## src/rtl/dmix_pkg.sv

```systemverilog
// Shared mixer definitions: frame sequencer states plus the saturating add
// and 24-bit clamp helpers also used by the resampler core.
package dmix_pkg;

  typedef enum logic [2:0] {
    IDLE    = 3'd0,
    POP     = 3'd1,
    COLLECT = 3'd2,
    MIX     = 3'd3,
    SAT     = 3'd4,
    DONE    = 3'd5
  } mix_state_t;

  function automatic logic signed [31:0] sat_add32(input logic signed [31:0] a,
                                                   input logic signed [31:0] b);
    logic [32:0] sum;
    logic signed [31:0] res;
    sum = {a[31], a} + {b[31], b};
    // Overflow shows up as the two top bits of the 33-bit sum disagreeing.
    if (sum[32] != sum[31]) begin
      if (sum[32]) begin
        res = 32'sh8000_0000;
      end else begin
        res = 32'sh7FFF_FFFF;
      end
    end else begin
      res = sum[31:0];
    end
    return res;
  endfunction

  function automatic logic [23:0] clamp24(input logic signed [31:0] acc);
    logic [23:0] res;
    if (acc > 32'sh007F_FFFF) begin
      res = 24'h7F_FFFF;
    end else if (acc < 32'shFF80_0000) begin
      res = 24'h80_0000;
    end else begin
      res = acc[23:0];
    end
    return res;
  endfunction

endpackage

```

## src/rtl/channel_mixer_if.sv

```systemverilog
// Resampler/mixer handshake and control bundle; slave is the mixer side.
interface channel_mixer_if #(
  parameter int NUM_CH = 8
) ();
  logic                   tick_i;
  logic [NUM_CH-1:0]      pop_o;
  logic [23:0]            data_i;
  logic [NUM_CH-1:0]      ack_i;
  logic [16*NUM_CH-1:0]   vol_i;
  logic [NUM_CH-1:0]      route_i;
  logic [23:0]            data_l_o;
  logic [23:0]            data_r_o;
  logic                   valid_o;
  logic [NUM_CH-1:0]      underrun_o;
  logic                   overrun_o;

  modport master (
    output tick_i, data_i, ack_i, vol_i, route_i,
    input  pop_o, data_l_o, data_r_o, valid_o, underrun_o, overrun_o
  );

  modport slave (
    input  tick_i, data_i, ack_i, vol_i, route_i,
    output pop_o, data_l_o, data_r_o, valid_o, underrun_o, overrun_o
  );
endinterface

```

## src/rtl/channel_mixer_mix_mac.sv

```systemverilog
// Single-cycle gain/accumulate lane: scales one sample by an unsigned Q1.15
// gain and saturating-adds it into the left or right accumulator.
module mix_mac
  import dmix_pkg::*;
(
  input  logic               clk,
  input  logic               rst,
  input  logic               clr,
  input  logic               en,
  input  logic signed [23:0] sample,
  input  logic [15:0]        vol,
  input  logic               route,
  input  logic               active,
  output logic signed [31:0] acc_l,
  output logic signed [31:0] acc_r
);

  logic signed [40:0] prod_s;
  logic signed [31:0] term_s;

  // Gain is zero-extended so 0xFFFF stays positive (just under 2x).
  assign prod_s = sample * $signed({1'b0, vol});
  assign term_s = active ? 32'(prod_s >>> 15) : 32'sh0000_0000;

  // Accumulator pair, cleared at frame start.
  always_ff @(posedge clk) begin
    if (rst || clr) begin
      acc_l <= 32'sh0000_0000;
      acc_r <= 32'sh0000_0000;
    end else if (en) begin
      if (route) begin
        acc_r <= sat_add32(acc_r, term_s);
      end else begin
        acc_l <= sat_add32(acc_l, term_s);
      end
    end
  end

endmodule

```

## src/rtl/channel_mixer.sv

```systemverilog
// Stereo channel mixer: pops every resampler channel once per output tick,
// collects the acks, then mixes and clamps the channels into a left/right pair.
module channel_mixer
  import dmix_pkg::*;
#(
  parameter int NUM_CH       = 8,
  parameter int NUM_CH_LOG2  = 3,
  parameter int TIMEOUT      = 1024,
  parameter int TIMEOUT_LOG2 = 10
) (
  input  logic            clk,
  input  logic            rst,
  channel_mixer_if.slave  bus
);

  mix_state_t              state_r;
  logic [NUM_CH-1:0]       pop_r;
  logic [NUM_CH-1:0]       received_r;
  logic [NUM_CH-1:0]       underrun_r;
  logic                    valid_r;
  logic                    overrun_r;
  logic [23:0]             data_l_r;
  logic [23:0]             data_r_r;
  logic signed [23:0]      sample_r [NUM_CH];
  logic [TIMEOUT_LOG2-1:0] timeout_r;
  logic [NUM_CH_LOG2-1:0]  mix_idx_r;

  logic [NUM_CH-1:0]       ack_low_s;
  logic                    all_rcv_s;
  logic                    mac_clr_s;
  logic                    mac_en_s;
  logic signed [31:0]      acc_l_s;
  logic signed [31:0]      acc_r_s;

  // Isolate the lowest set ack bit so a malformed strobe captures one channel.
  assign ack_low_s = bus.ack_i & (~bus.ack_i + NUM_CH'(1'b1));
  assign all_rcv_s = &received_r;
  assign mac_clr_s = (state_r == IDLE) && bus.tick_i;
  assign mac_en_s  = (state_r == MIX);

  mix_mac u_mac (
    .clk    (clk),
    .rst    (rst),
    .clr    (mac_clr_s),
    .en     (mac_en_s),
    .sample (sample_r[mix_idx_r]),
    .vol    (bus.vol_i[{mix_idx_r, 4'b0000} +: 16]),
    .route  (bus.route_i[mix_idx_r]),
    .active (received_r[mix_idx_r]),
    .acc_l  (acc_l_s),
    .acc_r  (acc_r_s)
  );

  // Frame sequencer with its handshake, capture and result registers.
  always_ff @(posedge clk) begin
    if (rst) begin
      state_r    <= IDLE;
      pop_r      <= {NUM_CH{1'b0}};
      received_r <= {NUM_CH{1'b0}};
      underrun_r <= {NUM_CH{1'b0}};
      valid_r    <= 1'b0;
      overrun_r  <= 1'b0;
      data_l_r   <= 24'h00_0000;
      data_r_r   <= 24'h00_0000;
      timeout_r  <= {TIMEOUT_LOG2{1'b0}};
      mix_idx_r  <= {NUM_CH_LOG2{1'b0}};
      for (int k = 0; k < NUM_CH; k++) begin
        sample_r[k] <= 24'sh00_0000;
      end
    end else begin
      pop_r     <= {NUM_CH{1'b0}};
      valid_r   <= 1'b0;
      overrun_r <= bus.tick_i && (state_r != IDLE);
      case (state_r)
        IDLE: begin
          if (bus.tick_i) begin
            state_r    <= POP;
            pop_r      <= {NUM_CH{1'b1}};
            received_r <= {NUM_CH{1'b0}};
          end
        end
        POP: begin
          timeout_r <= {TIMEOUT_LOG2{1'b0}};
          state_r   <= COLLECT;
        end
        COLLECT: begin
          for (int k = 0; k < NUM_CH; k++) begin
            if (ack_low_s[k] && !received_r[k]) begin
              received_r[k] <= 1'b1;
              sample_r[k]   <= bus.data_i;
            end
          end
          timeout_r <= timeout_r + TIMEOUT_LOG2'(1'b1);
          if (all_rcv_s || (timeout_r == TIMEOUT_LOG2'(TIMEOUT - 1))) begin
            state_r   <= MIX;
            mix_idx_r <= {NUM_CH_LOG2{1'b0}};
          end
        end
        MIX: begin
          mix_idx_r <= mix_idx_r + NUM_CH_LOG2'(1'b1);
          if (mix_idx_r == NUM_CH_LOG2'(NUM_CH - 1)) begin
            state_r <= SAT;
          end
        end
        SAT: begin
          // Results and underrun map become visible together with valid in DONE.
          data_l_r   <= clamp24(acc_l_s);
          data_r_r   <= clamp24(acc_r_s);
          underrun_r <= ~received_r;
          valid_r    <= 1'b1;
          state_r    <= DONE;
        end
        DONE: begin
          state_r <= IDLE;
        end
        default: begin
          state_r <= IDLE;
        end
      endcase
    end
  end

  assign bus.pop_o      = pop_r;
  assign bus.valid_o    = valid_r;
  assign bus.overrun_o  = overrun_r;
  assign bus.data_l_o   = data_l_r;
  assign bus.data_r_o   = data_r_r;
  assign bus.underrun_o = underrun_r;

endmodule

```

## src/flat_wrapper.sv

```systemverilog
// flat-port wrapper written by rule: the top's interface ports become plain ports
module channel_mixer_flat import dmix_pkg::*;
#(
  parameter int NUM_CH       = 8,
  parameter int NUM_CH_LOG2  = 3,
  parameter int TIMEOUT      = 1024,
  parameter int TIMEOUT_LOG2 = 10
)
  (clk, rst, bus_tick_i, bus_data_i, bus_ack_i, bus_vol_i, bus_route_i, bus_pop_o, bus_data_l_o, bus_data_r_o, bus_valid_o, bus_underrun_o, bus_overrun_o);
  channel_mixer_if #(.NUM_CH(NUM_CH)) bus_i ();
  input  logic clk;
  input  logic rst;
  input wire logic [$bits(bus_i.tick_i)-1:0] bus_tick_i;
  input wire logic [$bits(bus_i.data_i)-1:0] bus_data_i;
  input wire logic [$bits(bus_i.ack_i)-1:0] bus_ack_i;
  input wire logic [$bits(bus_i.vol_i)-1:0] bus_vol_i;
  input wire logic [$bits(bus_i.route_i)-1:0] bus_route_i;
  output wire logic [$bits(bus_i.pop_o)-1:0] bus_pop_o;
  output wire logic [$bits(bus_i.data_l_o)-1:0] bus_data_l_o;
  output wire logic [$bits(bus_i.data_r_o)-1:0] bus_data_r_o;
  output wire logic [$bits(bus_i.valid_o)-1:0] bus_valid_o;
  output wire logic [$bits(bus_i.underrun_o)-1:0] bus_underrun_o;
  output wire logic [$bits(bus_i.overrun_o)-1:0] bus_overrun_o;
  assign bus_i.tick_i = bus_tick_i;
  assign bus_i.data_i = bus_data_i;
  assign bus_i.ack_i = bus_ack_i;
  assign bus_i.vol_i = bus_vol_i;
  assign bus_i.route_i = bus_route_i;
  assign bus_pop_o = bus_i.pop_o;
  assign bus_data_l_o = bus_i.data_l_o;
  assign bus_data_r_o = bus_i.data_r_o;
  assign bus_valid_o = bus_i.valid_o;
  assign bus_underrun_o = bus_i.underrun_o;
  assign bus_overrun_o = bus_i.overrun_o;
  channel_mixer #(.NUM_CH(NUM_CH), .NUM_CH_LOG2(NUM_CH_LOG2), .TIMEOUT(TIMEOUT), .TIMEOUT_LOG2(TIMEOUT_LOG2)) u_core (.clk(clk), .rst(rst), .bus(bus_i));
endmodule
```

## config.mk

```make
export PLATFORM = sky130hd
export DESIGN_NAME = channel_mixer_flat
export DESIGN_NICKNAME = d
export VERILOG_FILES = /design/src/rtl/dmix_pkg.sv /design/src/rtl/channel_mixer_if.sv /design/src/rtl/channel_mixer_mix_mac.sv /design/src/rtl/channel_mixer.sv /design/src/flat_wrapper.sv
export SDC_FILE = /design/constraint.sdc
export NUM_CORES = 2
export LEC_CHECK = 0
export BUFFER_PORTS_ARGS = -buffer_cell sky130_fd_sc_hd__buf_4
export CORE_AREA = 2 2 257 259
export DETAILED_ROUTE_END_ITERATION = 10
export DIE_AREA = 0 0 259 261
export PLACE_DENSITY = 0.68
export SLEW_MARGIN = 40
export SYNTH_ARGS = -nofsm -noshare
export SYNTH_HDL_FRONTEND = slang
export SYNTH_HIERARCHICAL = 1
export SYNTH_SLANG_ARGS = --single-unit
```

## constraint.sdc

```tcl
create_clock -name clk -period 12.2 [get_ports clk]
set_clock_uncertainty 0.15 [all_clocks]
set_input_delay 1.83 -clock clk [delete_from_list [all_inputs] [get_ports clk]]
set_output_delay 1.83 -clock clk [all_outputs]
set_load 0.05 [all_outputs]
```

==> summary.md <==
| Metric | Value |
|---|---|
| Status | finished, final reports clean |
| Die Ht | between 200 and 300 um |
| Sw Ratio | 45.8% |
| Power Internal | 4.31 mW |
| Vias in the first global route | between 20k and 25k |
| Starting Density | slightly below 50% |
| Number of port buffers | 236 |
| WHS Path Cells | 2 |
| Final period utilization | 93.5% |
| Detailed Route WL | roughly 83,000 um |
| Asr flop ratio synth | 0% |
| Worst hold path class | register to register |
| Sequential Power Share | 16.0% |
| Sinks on the clock net | 342 |
| CP Class | input pin to register |
| Clock root buffer | clkbuf_16 |
| Post-synth top area share | 23.5% |
| GP Congestion | 0.886 |
| Endpoints failing setup | 0 |
| Reg-to-Reg End | u_core/u_mac/acc_r[18] |
| Count of final hold-check violations | 0 |
| Psw | 3.64 mW |
| Worst slew pin tran | 0.848 ns |
| Cell at the slowest stage of the critical path | or4_4 |
| Worst R2R Setup Slack | 1.12 ns |
| Fin crit period | 11.41 ns |
| Worst-case vdd ir drop | 0.356 mV |
| Total grt overflow | 0 |
| Synth area leaders | fa_1, edfxtp_1, dfxtp_1, ha_1, mux4_2 |
| Via/cell ratio | 5.53 |
| Worst-path maximum fanout | 24 |
| Clock Pin Slew Worst Setup and Hold Paths | 0.06 ns |
| Total negative slack | 0 ns |
| Max Fclk | 0.0876 GHz |
| PD cells | 222 nW/um2 |
| Crit. Startpoint | bus_vol_i[54] |
| Worst Path Required | 12.52 ns |
| Share of cells above drive strength 1 | 14.7% |
| Reg2reg path depth | 39 |
| Clock share of power | between 10 and 15% |
| Largest net degree at the start of global routing | 67 |
| CP peak stage delay | approximately 0.58 ns |
| Instance count of the mapped netlist | 3,287 |
| Worst slack, placed | 0.377 ns |
| Cts bufs inserted | 36 |
| RSZ-0062 raised after global routing | no |
| Core area | between 60,000 and 70,000 um2 |
| Synth Cell Area | 32,100 um2 |
| First-pass GRT wire length | 133,000 um |
| Post CTS Setup Buffer Count | 0 |
| Commonest non-fill, non-tap cell in the layout | inv_1 |
| Critical Path Most Common Cell | fa_1 |
| Fin worst setup slack | 0.789 ns |
| Post-synth EDFFs | 192 |
| IO Count | 237 |
| Fill cells | 5,735 |
| Syn nets | about 4k |
| Post-synth top area cell | fa_1 |
| HP Start | u_core/bus.data_r_o[23] |
| Seq cells post-synth | 342 |
| # nets final | around 4.1k |
| Leak Pwr | about 16 nW |
| Yosys warnings | 6 |
| CTS tree | yes |
| # rows | 94 |
| Seq/Total Area, Yosys | 27.4% |
| Top FF cell, synth | edfxtp_1 |
| Final Max Slew Viols | 0 |
| Comb power frac | a little over two thirds |
| Synth cell types | 82 |
| Clock Path Buffers | 3 |
| Worst hold endpoint | u_core/bus.data_r_o[23] |
| MaxCap Viol Count | 0 |
| Chip Width | around 260 um |
| Normalized max-slew margin | 43.2% |
| PostCTS Resize Cnt | 0 |
| Crit path DAT | between 10 and 15 ns |
| Worst-Skew Late Latency | roughly 0.57 ns |
| CP startpoint kind | input pin |
| DR iter-0 viols | 1,817 |
| Most frequent cells in the layout | inv_1, fa_1, nand2_1 |
| H-tree levels | 2 |
| ANT nets after route | 0 |
| Hpwl dp | 62,400 um |
| Post-CTS Hold Fix Bufs | 0 |
| Routed WL per cell | around 19 um |
| Remaining DRCs | 0 |
| Area Growth Syn to Fin | 11.7% |
| CP Capture Type | register |
| GRT Total Usage | 25.2% |
| Hold slack | ~0.3 ns |
| Syn avg cell area | around 10 um2 |
| Number of iterations in the first detailed-routing pass | 6 |
| Die area | 67,600 um2 |
| Via count | 23.9k |
| Initial antenna violation count | 1 |
## final cells by class
class	instances	area, um2	area share [%]
inverters	490	1840	5.14
clock inverters	19	198	0.552
repair buffers	280	2110	5.91
well taps	864	1080	3.02
multi-input cells	2279	20800	58.0
diodes	1	2.50	0.00699
clock buffers	47	1010	2.83
flip-flops and latches	342	8780	24.5
## cells in the mapped netlist, types with 4 or more instances
master	instances
nor3_1	20
nor4_1	5
dfxtp_1	150
nand3_1	20
buf_1	4
nor3b_1	4
o21ai_0	111
fa_1	377
maj3_2	4
buf_4	9
o211ai_1	6
a21oi_1	175
xor2_1	29
o31ai_1	4
nand2b_1	49
and3_1	12
xnor2_1	57
mux4_2	84
a211oi_1	57
nand2_1	348
nor2_1	298
clkbuf_1	143
o21bai_1	16
and2_1	175
inv_1	489
buf_2	20
a31oi_1	20
a22oi_1	4
mux2_2	42
edfxtp_1	192
nand4_1	19
and4_1	6
a21o_1	53
a21boi_0	4
ha_1	166
nor2b_1	15
o21ai_1	12
o21a_1	17
## worst max path at each step
stage                                  end  slack, ns  depth (start not counted)
floorplan           u_core/u_mac/acc_r[15]       1.28                         38
global placement    u_core/u_mac/acc_l[29]       0.49                         38
detailed placement  u_core/u_mac/acc_r[11]       0.38                         39
CTS                 u_core/u_mac/acc_r[18]       0.91                         39
global route        u_core/u_mac/acc_r[18]       0.24                         39
finish              u_core/u_mac/acc_r[18]       0.79                         39
## cell families (layout without fill, tap and decap cells)
family	Yosys count	in the layout	synth area share, %
XOR/XNOR	87	87	2.40
flip-flops	342	342	27.4
adder cells (fa/ha/maj)	547	547	30.2
AND/OR/NAND/NOR	992	992	14.5
buffers and inverters	666	836	7.98
multiplexers	129	129	7.47
AO/OA/AOI/OAI	524	524	10.2
other	0	1	0
## layer usage
metal	global-route usage [%]	part of all wire, %	vias to the layer above
met2	42.7	49	791
met3	3.31	6.1	117
li1	-	-	11085
met1	33.9	43	11903
met5	1.67	0.20	-
met4	7.02	2.5	2
## flip-flops by register name (all words and copies together), names as in the netlist, 8 cells and up, named ones only
name and flops:
u_core/u_mac/acc_l 32, u_core/timeout_r 10, u_core/bus.underrun_o 8, u_core/bus.data_l_o 24
u_core/sample_r 192, u_core/u_mac/acc_r 32, u_core/bus.data_r_o 24, u_core/received_r 8
## worst max-delay path, delay by kind of cell
kind | cells | cell delay [ns]
fa+ha+maj | 8 | 3.62
simple gates | 11 | 2.44
compound gates | 11 | 2.18
mux | 2 | 0.92
buf+inv | 6 | 0.58
xor+xnor | 1 | 0.13
## power by group through the flow
stage	combinational [mW]	clock [mW]	sequential, mW
finish	5.58	1.11	1.27
detailed placement	5.54	0	1.29
global placement	5.46	0	1.29
floorplan	4.33	0	1.29
CTS	5.58	1.13	1.27
global route	6.41	1.17	1.27
## per-stage QoR
stage | power, mW | util (%) | instance area, um2 | std cells
final | 7.96 | 55.1 | 35800 | 4322
after global routing | 8.85 | 55.1 | 35800 | 4321
after CTS | 7.98 | 55.0 | 35800 | 4321
after detailed placement | 6.84 | 53.2 | 34600 | 4255
after global placement | 6.76 | 53.1 | 34600 | 4255
after floorplan | 5.62 | - | 32100 | 3287
No activity file was read; power rests on OpenSTA's default activity.
